### config.mk
export PLATFORM = sky130hd
export DESIGN_NAME = satatrn_txdma_flat
export DESIGN_NICKNAME = d
export VERILOG_FILES = /design/src/rtl/satatrn_txdma_pkg.sv /design/src/rtl/satatrn_txdma_if.sv /design/src/rtl/satatrn_txdma_oreg.sv /design/src/rtl/satatrn_txdma.sv /design/src/flat_wrapper.sv
export SDC_FILE = /design/constraint.sdc
export NUM_CORES = 1
export LEC_CHECK = 0
export ABC_AREA = 1
export BUFFER_PORTS_ARGS = -buffer_cell sky130_fd_sc_hd__buf_2
export CAP_MARGIN = 5
export CORE_AREA = 4 4 106 88
export CTS_BUF_LIST = sky130_fd_sc_hd__clkbuf_16
export CTS_CLUSTER_SIZE = 28
export DETAILED_ROUTE_END_ITERATION = 6
export DIE_AREA = 0 0 110 92
export GPL_ROUTABILITY_DRIVEN = 0
export GPL_TIMING_DRIVEN = 0
export HOLD_SLACK_MARGIN = 0.03
export PLACE_DENSITY = 0.89
export SLEW_MARGIN = 20
export SYNTH_ARGS = -nofsm -noshare
export SYNTH_HDL_FRONTEND = slang
export SYNTH_SLANG_ARGS = --single-unit
### constraint.sdc
create_clock -name i_clk -period 3.22 [get_ports i_clk]
set_input_delay 0.644 -clock i_clk [delete_from_list [all_inputs] [get_ports i_clk]]
set_output_delay 0.644 -clock i_clk [all_outputs]
set_load 0.005 [all_outputs]
### src/rtl/satatrn_txdma_pkg.sv
// -----------------------------------------------------------------------------
// satatrn_txdma_pkg
// Shared SATA transport-layer definitions. The transmit arbiter and the
// receive-side DMA Activate decoder use these too. Holds the Data FIS type
// code, the default payload limit and the write-DMA sequencer state encoding.
// -----------------------------------------------------------------------------
package satatrn_txdma_pkg;

   // FIS type code of a Data FIS (host-to-device or device-to-host payload).
   localparam logic [7:0] FIS_DATA = 8'h46;

   // Largest Data FIS payload in dwords (8 KiB).
   localparam int MAX_FIS_DWORDS_DEF = 2048;

   // Write-DMA sequencer states. The 2-bit encoding is shared with the arbiter.
   typedef enum logic [1:0] {
      ST_IDLE     = 2'd0,
      ST_WAIT_ACT = 2'd1,
      ST_SEND     = 2'd2,
      ST_WAIT_ACK = 2'd3
   } txdma_state_e;

endpackage

### src/rtl/satatrn_txdma_if.sv
// -----------------------------------------------------------------------------
// satatrn_txdma_if
// Data path bundle of the write-DMA sequencer. It carries two streams:
//   source stream  : s_valid, s_ready, s_data (no last flag)
//   payload stream : o_valid, i_ready, o_data, o_last, plus o_txgate
// master : the DMA sequencer. It consumes the source and drives the payload.
// slave  : the environment. It supplies the source and takes the payload
//          (source FIFO plus transmit arbiter).
// -----------------------------------------------------------------------------
interface satatrn_txdma_if;
   logic        s_valid;
   logic        s_ready;
   logic [31:0] s_data;
   logic        o_txgate;
   logic        o_valid;
   logic        i_ready;
   logic [31:0] o_data;
   logic        o_last;

   modport master (
      input  s_valid, s_data, i_ready,
      output s_ready, o_txgate, o_valid, o_data, o_last
   );

   modport slave (
      output s_valid, s_data, i_ready,
      input  s_ready, o_txgate, o_valid, o_data, o_last
   );
endinterface

### src/rtl/satatrn_txdma_oreg.sv
// -----------------------------------------------------------------------------
// satatrn_txdma_oreg
// Single-entry output register for the payload stream. It loads a new word
// when it is empty or when its current word is being taken
// (!o_valid || i_ready). It holds the word otherwise.
// Ports:
//   i_clk, i_reset_n      : clock, synchronous active-low reset
//   i_load, i_data, i_last: word offered this cycle (used only if o_can_load)
//   o_can_load            : register can take a word this cycle
//   o_valid, o_data, o_last, i_ready : downstream handshake
// OPT_LOWPOWER zeroes o_data when no word is held.
// o_last is always cleared when no word is held.
// -----------------------------------------------------------------------------
module satatrn_txdma_oreg #(
   parameter bit OPT_LOWPOWER = 1'b0
) (
   input  logic        i_clk,
   input  logic        i_reset_n,
   input  logic        i_load,
   input  logic [31:0] i_data,
   input  logic        i_last,
   output logic        o_can_load,
   output logic        o_valid,
   output logic [31:0] o_data,
   output logic        o_last,
   input  logic        i_ready
);

   logic        valid_q, valid_d;
   logic [31:0] data_q,  data_d;
   logic        last_q,  last_d;

   assign o_can_load = !valid_q || i_ready;

   // NOTE: every next-state variable gets a default first so that no path
   // leaves it unassigned; a missing default in always_comb infers a latch.
   always_comb begin
      valid_d = valid_q;
      data_d  = data_q;
      last_d  = last_q;
      if (o_can_load) begin
         valid_d = i_load;
         last_d  = i_load && i_last;
         if (i_load) begin
            data_d = i_data;
         end else if (OPT_LOWPOWER) begin
            data_d = '0;
         end
      end
   end

   // NOTE: state registers use non-blocking assignments, so every flop
   // samples the pre-edge value of every other flop.
   always_ff @(posedge i_clk) begin
      if (!i_reset_n) begin
         valid_q <= 1'b0;
         data_q  <= '0;
         last_q  <= 1'b0;
      end else begin
         valid_q <= valid_d;
         data_q  <= data_d;
         last_q  <= last_d;
      end
   end

   assign o_valid = valid_q;
   assign o_data  = data_q;
   assign o_last  = last_q;

endmodule

### src/rtl/satatrn_txdma.sv
// -----------------------------------------------------------------------------
// satatrn_txdma
// Transport-layer write-DMA sequencer. It accepts a transfer length in dwords
// and waits for each DMA Activate. For each one it streams up to
// MAX_FIS_DWORDS source dwords to the arbiter as one Data FIS payload, then
// waits for the link result (R_OK/R_ERR). It reports completion or error.
// Ports:
//   i_clk, i_reset_n : clock, synchronous active-low reset
//   i_start, i_len   : start request and length (sampled in IDLE only)
//   i_abort          : abort request (deferred to frame end while sending)
//   o_busy           : state is not IDLE
//   o_done, o_err    : registered one-cycle completion pulses
//   i_dma_activate   : device DMA Activate received
//   i_fis_ok/err     : link result of the last transmitted FIS
//   dbus             : source stream, payload stream and txgate
// -----------------------------------------------------------------------------
module satatrn_txdma
   import satatrn_txdma_pkg::*;
#(
   parameter int LGLEN          = 24,
   parameter int MAX_FIS_DWORDS = MAX_FIS_DWORDS_DEF,
   parameter bit OPT_LOWPOWER   = 1'b0
) (
   input  logic             i_clk,
   input  logic             i_reset_n,
   input  logic             i_start,
   input  logic [LGLEN-1:0] i_len,
   input  logic             i_abort,
   output logic             o_busy,
   output logic             o_done,
   output logic             o_err,
   input  logic             i_dma_activate,
   input  logic             i_fis_ok,
   input  logic             i_fis_err,
   satatrn_txdma_if.master  dbus
);

   localparam int              IW        = $clog2(MAX_FIS_DWORDS) + 1;
   localparam logic [LGLEN-1:0] MAX_LEN   = LGLEN'(MAX_FIS_DWORDS);
   localparam logic [IW-1:0]    MAX_ISSUE = IW'(MAX_FIS_DWORDS);

   txdma_state_e     state_q, state_d;
   logic [LGLEN-1:0] remaining_q, remaining_d;  // dwords not yet taken from source
   logic [IW-1:0]    issue_q, issue_d;          // dwords still to take in this frame
   logic             abort_q, abort_d;          // abort seen while sending
   logic             done_q, done_d;
   logic             err_q, err_d;

   logic          can_load;
   logic          src_ready;
   logic          src_fire;
   logic          last_accept;
   logic          abort_pend;
   logic [IW-1:0] frame_len;

   // The source is accepted only when the output register can take the word,
   // so no word is ever held inside this block between the two streams.
   assign src_ready   = (state_q == ST_SEND) && can_load && (issue_q != '0);
   assign src_fire    = src_ready && dbus.s_valid;
   assign last_accept = dbus.o_valid && dbus.i_ready && dbus.o_last;
   assign abort_pend  = abort_q || i_abort;
   assign frame_len   = (remaining_q >= MAX_LEN) ? MAX_ISSUE : IW'(remaining_q);

   satatrn_txdma_oreg #(
      .OPT_LOWPOWER (OPT_LOWPOWER)
   ) u_oreg (
      .i_clk      (i_clk),
      .i_reset_n  (i_reset_n),
      .i_load     (src_fire),
      .i_data     (dbus.s_data),
      .i_last     (issue_q == IW'(1)),
      .o_can_load (can_load),
      .o_valid    (dbus.o_valid),
      .o_data     (dbus.o_data),
      .o_last     (dbus.o_last),
      .i_ready    (dbus.i_ready)
   );

   // State and counter registers.
   always_ff @(posedge i_clk) begin
      if (!i_reset_n) begin
         state_q     <= ST_IDLE;
         remaining_q <= '0;
         issue_q     <= '0;
         abort_q     <= 1'b0;
         done_q      <= 1'b0;
         err_q       <= 1'b0;
      end else begin
         state_q     <= state_d;
         remaining_q <= remaining_d;
         issue_q     <= issue_d;
         abort_q     <= abort_d;
         done_q      <= done_d;
         err_q       <= err_d;
      end
   end

   // Next-state, counter and completion-pulse logic.
   always_comb begin
      state_d     = state_q;
      remaining_d = remaining_q;
      issue_d     = issue_q;
      abort_d     = abort_q;
      done_d      = 1'b0;
      err_d       = 1'b0;
      case (state_q)
         ST_IDLE: begin
            abort_d = 1'b0;
            if (i_start) begin
               if (i_len != '0) begin
                  remaining_d = i_len;
                  state_d     = ST_WAIT_ACT;
               end else begin
                  done_d = 1'b1;
               end
            end
         end
         ST_WAIT_ACT: begin
            if (i_abort) begin
               err_d   = 1'b1;
               state_d = ST_IDLE;
            end else if (i_dma_activate) begin
               issue_d = frame_len;
               state_d = ST_SEND;
            end
         end
         ST_SEND: begin
            if (src_fire) begin
               // src_fire implies issue_q != 0. remaining_q is at least
               // issue_q, so neither counter can wrap.
               issue_d = issue_q - 1'b1;
               if (remaining_q != '0) begin
                  remaining_d = remaining_q - 1'b1;
               end
            end
            // An abort during a frame is held until its last word leaves.
            // The frame then ends at full length, and the ack is not awaited.
            abort_d = abort_pend;
            if (last_accept) begin
               abort_d = 1'b0;
               if (abort_pend) begin
                  err_d   = 1'b1;
                  state_d = ST_IDLE;
               end else begin
                  state_d = ST_WAIT_ACK;
               end
            end
         end
         ST_WAIT_ACK: begin
            // R_ERR wins over a simultaneous R_OK.
            if (i_fis_err || i_abort) begin
               err_d   = 1'b1;
               state_d = ST_IDLE;
            end else if (i_fis_ok) begin
               if (remaining_q == '0) begin
                  done_d  = 1'b1;
                  state_d = ST_IDLE;
               end else begin
                  state_d = ST_WAIT_ACT;
               end
            end
         end
         default: state_d = ST_IDLE;
      endcase
   end

   // Outputs decoded from registered state only.
   always_comb begin
      o_busy        = (state_q != ST_IDLE);
      dbus.o_txgate = (state_q == ST_SEND);
      dbus.s_ready  = src_ready;
      o_done        = done_q;
      o_err         = err_q;
   end

endmodule

### src/flat_wrapper.sv
// flat-port wrapper written by rule: the top's interface ports become plain ports
module satatrn_txdma_flat import satatrn_txdma_pkg::*;
#(
   parameter int LGLEN          = 24,
   parameter int MAX_FIS_DWORDS = MAX_FIS_DWORDS_DEF,
   parameter bit OPT_LOWPOWER   = 1'b0
)
  (i_clk, i_reset_n, i_start, i_len, i_abort, o_busy, o_done, o_err, i_dma_activate, i_fis_ok, i_fis_err, dbus_s_valid, dbus_s_data, dbus_i_ready, dbus_s_ready, dbus_o_txgate, dbus_o_valid, dbus_o_data, dbus_o_last);
  satatrn_txdma_if dbus_i ();
  input  logic i_clk;
  input  logic i_reset_n;
  input  logic i_start;
  input  logic [LGLEN-1:0] i_len;
  input  logic i_abort;
  output logic o_busy;
  output logic o_done;
  output logic o_err;
  input  logic i_dma_activate;
  input  logic i_fis_ok;
  input  logic i_fis_err;
  input wire logic [$bits(dbus_i.s_valid)-1:0] dbus_s_valid;
  input wire logic [$bits(dbus_i.s_data)-1:0] dbus_s_data;
  input wire logic [$bits(dbus_i.i_ready)-1:0] dbus_i_ready;
  output wire logic [$bits(dbus_i.s_ready)-1:0] dbus_s_ready;
  output wire logic [$bits(dbus_i.o_txgate)-1:0] dbus_o_txgate;
  output wire logic [$bits(dbus_i.o_valid)-1:0] dbus_o_valid;
  output wire logic [$bits(dbus_i.o_data)-1:0] dbus_o_data;
  output wire logic [$bits(dbus_i.o_last)-1:0] dbus_o_last;
  assign dbus_i.s_valid = dbus_s_valid;
  assign dbus_i.s_data = dbus_s_data;
  assign dbus_i.i_ready = dbus_i_ready;
  assign dbus_s_ready = dbus_i.s_ready;
  assign dbus_o_txgate = dbus_i.o_txgate;
  assign dbus_o_valid = dbus_i.o_valid;
  assign dbus_o_data = dbus_i.o_data;
  assign dbus_o_last = dbus_i.o_last;
  satatrn_txdma #(.LGLEN(LGLEN), .MAX_FIS_DWORDS(MAX_FIS_DWORDS), .OPT_LOWPOWER(OPT_LOWPOWER)) u_core (.i_clk(i_clk), .i_reset_n(i_reset_n), .i_start(i_start), .i_len(i_len), .i_abort(i_abort), .o_busy(o_busy), .o_done(o_done), .o_err(o_err), .i_dma_activate(i_dma_activate), .i_fis_ok(i_fis_ok), .i_fis_err(i_fis_err), .dbus(dbus_i));
endmodule
---- Word-level counts from Yosys, hierarchy flattened ----
Cells that the tools add are included.
storage, ports and cells
  flip-flop bits (word level) ............. 75
  input bits .............................. 65
  output and inout port bits .............. 39
cells by class
  add/sub/neg operators ................... 2
  magnitude comparators ................... 1
  equal/unequal tests ..................... 13
  mux-type cells .......................... 33
  reductions and logical operators ........ 22
operator list
  kind                                                                                   number
  24-bit 2-to-1 mux                                                                      4
  12-bit 2-to-1 mux                                                                      4
  24-bit case mux with 2 select lines                                                    1
  24-bit nonzero test                                                                    2
  24-bit by 12-bit greater-or-equal comparator with 1-bit output, second input constant  1
  24-bit zero test                                                                       1
  12-bit case mux with 2 select lines                                                    1
  24-bit by 1-bit subtractor with 24-bit output, second input constant                   1
  2-bit 2-to-1 mux                                                                       8
  12-bit by 1-bit equality test with 1-bit output, second input constant                 1
  12-bit nonzero test                                                                    1
  12-bit by 1-bit subtractor with 12-bit output, second input constant                   1
  1-bit 2-to-1 mux                                                                       11
  5-bit AND reduction                                                                    2
  2-bit by 1-bit inequality test with 1-bit output, second input constant                4
  2-bit case mux with 4 select lines                                                     1
  1-bit logical AND                                                                      6
  2-bit inequality test, second input constant                                           3
  2-bit nonzero test                                                                     3
  2-bit equality test, second input constant                                             2
  1-bit case mux with 2 select lines                                                     2
  4-bit AND reduction                                                                    1
  1-bit logical OR                                                                       3
  3-bit by 2-bit inequality test with 1-bit output, second input constant                1
  6 further kinds                                                                        6

---- Logic depth before layout (Yosys ltp) ----
  word-level depth ........................ 7
  mapped depth ............................ 13
  mapped depth without buffers ............ 11

---- By module ----
From an unflattened synthesis, not the netlist that was laid out.
unflattened totals
  cell total of the unflattened synthesis .. 806
  area, all modules ....................... 4,944.7 µm²
modules (own cells, without submodules)
  module              instances  cells each  area an instance (µm²)  sequential area each (µm²)
  satatrn_txdma       1          584         3,280.6                 820.8
  satatrn_txdma_oreg  1          222         1,664.1                 680.7

---- Worst setup path after synthesis ----
No wires, ideal clock.
  path type ............................... input -> register
  from .................................... input i_len[15]
  to ...................................... register u_core.remaining_q[18]
  setup time .............................. 113 ps
  data arrival time ....................... 1,690 ps
  data required time ...................... 3,107 ps
  slack ................................... 1,417 ps
  cell stages on the path ................. 11
  path buffers ............................ 2
  path through ............................ or2_2 nor2_1 nand2_1 nor2_1 nor2_1 nand3_2 buf_6 buf_6 nand2_1 nand2_1 nor2_1
between the ends
  cells in the longest elaborated chain, start to end .. 3
ends and longest elaborated chain
  item                                                               line                  RTL
  from (decl)                                                        flat_wrapper.sv:13    input logic [LGLEN-1:0] i_len;
  24-bit nonzero test                                                satatrn_txdma.sv:110  if (i_len != '0) begin
  2-bit by 1-bit inequality test with 1-bit output (no source line)  --
  5-bit AND reduction (no source line)                               --
  to (signal assigned)                                               satatrn_txdma.sv:90   remaining_q <= remaining_d;
  to (decl)                                                          satatrn_txdma.sv:43   logic [LGLEN-1:0] remaining_q, remaining_d;
Every way passes these cells.
A chain may end at the register's enable or synchronous reset.

---- Final worst setup path ----
  from .................................... register u_core.state_q[0]
  to ...................................... output dbus_s_ready
between the ends
  cells in the longest elaborated chain, start to end .. 3
ends and longest elaborated chain
  item                            line                 RTL
  from (decl)                     satatrn_txdma.sv:42  txdma_state_e state_q, state_d;
  from (signal assigned)          satatrn_txdma.sv:89  state_q <= state_d;
  2-bit equality test             satatrn_txdma.sv:58  assign src_ready = (state_q == ST_SEND) && can_load && (issue_q != '0);
  1-bit logical AND (2 in a row)  satatrn_txdma.sv:58
  to (decl)                       flat_wrapper.sv:24   output wire logic [$bits(dbus_i.s_ready)-1:0] dbus_s_ready;
Every way passes these cells.

==> impl_metrics.env <==
export IMPL_cts_tree="built"
export IMPL_worst_pin_slew_ns=0.803
export IMPL_synth_area_um2=4410
export IMPL_holdCritStartpoint="u_core.u_oreg.o_data[3]$_SDFFE_PN0P_"
export IMPL_antenna_found_initial=0
export IMPL_clock_fmax_ghz=0.410
export IMPL_hpwl_um=9500
export IMPL_cts_resized=0
export IMPL_wl_met1_um=5680
export IMPL_route_top_layer_used="met4"
export IMPL_fin_cells=974
export IMPL_ys_seq_area_share_pct=34.0
export IMPL_num_vias=5129
export IMPL_maxSlewHeadroom_pct=46.1
export IMPL_placed_cells=958
export IMPL_numPortBuffers=102
export IMPL_post_cts_buffers=0
export IMPL_die_w_um=110
export IMPL_h_tree_depth=3
export IMPL_worstReg2RegStart="u_core.state_q[0]$_SDFFE_PN0P_"
export IMPL_post_route_min_period_ns=2.44
export IMPL_p_per_area_nw_per_um2=922
export IMPL_routed_wl_um=13100
export IMPL_insertion_delay_ns=0.34
export IMPL_area_growth_pct=21.6
export IMPL_syn_inst=744
export IMPL_crit_arrival_ns=1.80
export IMPL_cts_inserted_buffers=9
export IMPL_drive_above_1_share_pct=16.1
export IMPL_grt_max_degree=18
export IMPL_die_y_um=92
export IMPL_grt_pass1_wl_um=20800
export IMPL_synth_seq_cells=75
export IMPL_maxCapViolCount=0
export IMPL_setup_viol=0
export IMPL_cts_num_sinks=75
export IMPL_cp_max_fo=7
export IMPL_syn_num_nets=817
export IMPL_crit_path_end_kind="primary output"
export IMPL_maxSlewViolCount=0
export IMPL_cpMaxStageDelayCell="ha_1"
export IMPL_n_antenna_cell=0
export IMPL_drc=13
export IMPL_start_util_pct=53.2
export IMPL_design_area_um2=5360
export IMPL_die_area_um2=10100
export IMPL_io_pin_count=104
export IMPL_wl_per_cell_um=13.4
export IMPL_path_depth=6
export IMPL_critical_path_buf_inv_count=3
export IMPL_final_antenna_net_count=0
export IMPL_worst_r2r_path_depth=8
export IMPL_route_met2_wl_um=5550
export IMPL_cts_root_buffer="clkbuf_16"
export IMPL_worstPathCellList="inv_1 -> ha_1 -> inv_2 -> nor2_2 -> a21boi_0 -> buf_2"
export IMPL_critical_path_class="register to primary output"
export IMPL_final_nets=930
export IMPL_dr_pass1_iters=7
export IMPL_outcome="finished with violations"
export IMPL_fin_skew_ns=0.00979
export IMPL_setup_tns_ns=0
export IMPL_cts_hold_buffers=0
export IMPL_cts_buffer_depth=2
export IMPL_fill_cells=773
export IMPL_multi_input_area_um2=2540
export IMPL_core_rowCount=30
export IMPL_cp_required_ns=2.58
export IMPL_drtIter0Drc=458
export IMPL_seq_area_um2=1500
export IMPL_hold_violations=0
export IMPL_grt_pass1_vias=4451
export IMPL_vdd_drop_max_mv=0.480
export IMPL_met3_length_um=1560
export IMPL_static_leakage_power_nw=2.70
export IMPL_path_clk_slew_ns=0.07
export IMPL_ys_warn_count=0
export IMPL_track_usage_pct=26.0
export IMPL_rsz0062_at_grt="no"
export IMPL_min_path_cells=2
export IMPL_critPathLaunchType="register"
export IMPL_synth_area_per_cell_um2=5.93
export IMPL_crit_start="u_core.state_q[0]$_SDFFE_PN0P_"
export IMPL_hp_class="register to register"
export IMPL_violations="DRC"
export IMPL_viasPerCell=5.27
export IMPL_overflow=0
export IMPL_ys_types=29
export IMPL_slowest_delay_ns=0.39
export IMPL_coreArea_um2=8300
export IMPL_final_period_utilization_pct=75.8
export IMPL_cp_top_family="adder cells"
export IMPL_placedInstanceArea_um2=5060
==> tightest hold or removal path: stages, from the launching register on <==
cell	delay (ns)
dfxtp_1	0.31
nand2_1	0.06
a21oi_1	0.06
==> path summary, 6_finish.rpt <==
path,to,slack [ns]
setup / recovery,dbus_s_ready,0.78
hold / removal,u_core.u_oreg.o_data[3]$_SDFFE_PN0P_,0.47
setup reg to reg,u_core.remaining_q[1]$_SDFFE_PN0P_,0.90
hold reg to reg,u_core.u_oreg.o_data[3]$_SDFFE_PN0P_,0.47
==> synth_stat cells <==
| cell type | number | area share [%] |
|---|---|---|
| a21boi_0 | 2 | 0.34 |
| a21oi_1 | 47 | 5.3 |
| a31oi_1 | 2 | 0.28 |
| buf_1 | 5 | 0.43 |
| buf_2 | 5 | 0.57 |
| buf_4 | 1 | 0.17 |
| buf_6 | 4 | 1.0 |
| clkbuf_1 | 13 | 1.1 |
| clkinv_1 | 1 | 0.085 |
| dfxtp_1 | 75 | 34 |
| ha_1 | 8 | 2.3 |
| inv_1 | 59 | 5.0 |
| inv_2 | 1 | 0.085 |
| nand2_1 | 256 | 22 |
| nand2_4 | 1 | 0.26 |
| nand3_1 | 51 | 5.8 |
| nand3_2 | 2 | 0.45 |
| nand4_1 | 13 | 1.8 |
| nor2_1 | 149 | 13 |
| nor2_2 | 2 | 0.28 |
| nor3_1 | 7 | 0.79 |
| o21a_1 | 2 | 0.34 |
| o21ai_0 | 24 | 2.7 |
| o21ai_1 | 1 | 0.11 |
| o21ai_2 | 1 | 0.20 |
| o21bai_1 | 1 | 0.17 |
| o31ai_1 | 4 | 0.68 |
| or2_2 | 4 | 0.57 |
| xor2_1 | 3 | 0.60 |
==> logic make-up after synthesis <==
logic type               Yosys count  synth area share [%]
AO/OA/AOI/OAI                     84                  10.2
XOR/XNOR                           3                 0.596
adder cells (fa/ha/maj)            8                  2.27
buffers and inverters             89                  8.48
flip-flops                        75                  34.0
AND/OR/NAND/NOR                  485                  44.4
==> cells in the final DEF, fill, tap and decap left out, drive strengths merged <==
cell type,instances
xor2,3
buf,117
clkbuf,22
or2,4
nor2,151
o21a,2
o21ai,26
nor3,7
a21oi,47
a21boi,2
o21bai,1
inv,66
nand4,13
a31oi,2
nand3,53
nand2,257
dfxtp,75
ha,8
clkinv,2
o31ai,4
==> where the power goes <==
part / leakage (nW) / internal (mW) / switching (mW) / total [mW]
sequential: 0.613 / 1.14 / 0.182 / 1.32
combinational: 1.94 / 0.845 / 1.75 / 2.59
clock: 0.150 / 0.554 / 0.479 / 1.03
total: 2.70 / 2.54 / 2.41 / 4.95
==> per-stage QoR <==
step | setup slack, ns | utilization, % | total power [mW] | hold slack, ns
5_1_grt | 0.699 | 64.7 | 5.36 | 0.479
3_5_place_dp | 1.02 | 61.0 | 3.82 | 0.452
4_1_cts | 0.818 | 64.7 | 4.87 | 0.462
3_3_place_gp | 1.06 | 61.0 | 3.77 | 0.448
2_1_floorplan | 1.42 | - | 3.17 | 0.461
6_report | 0.781 | 64.7 | 4.95 | 0.466
==> routing by layer <==
metal,up-vias,GRT usage [%]
met5,-,0
met4,0,8.41
met3,32,8.80
met2,291,37.7
met1,2231,36.0
li1,2575,-
==> sequential cells by signal, indices dropped and copies added, names as in the netlist <==
name and flops:
u_core.abort_q 1, u_core.issue_q 12, u_core.o_done 1, u_core.o_err 1
u_core.remaining_q 24, u_core.state_q 2, u_core.u_oreg.o_data 32, u_core.u_oreg.o_last 1
u_core.u_oreg.o_valid 1
==> area by class of cell <==
class | count | share of cell area (%)
well taps | 112 | 2.61
inverters | 61 | 4.27
clock buffers | 9 | 4.20
flip-flops and latches | 75 | 28.0
repair buffers | 102 | 9.52
plain buffers | 28 | 2.71
clock inverters | 7 | 1.42
multi-input cells | 580 | 47.3
Power figures use the tool's default switching activity.
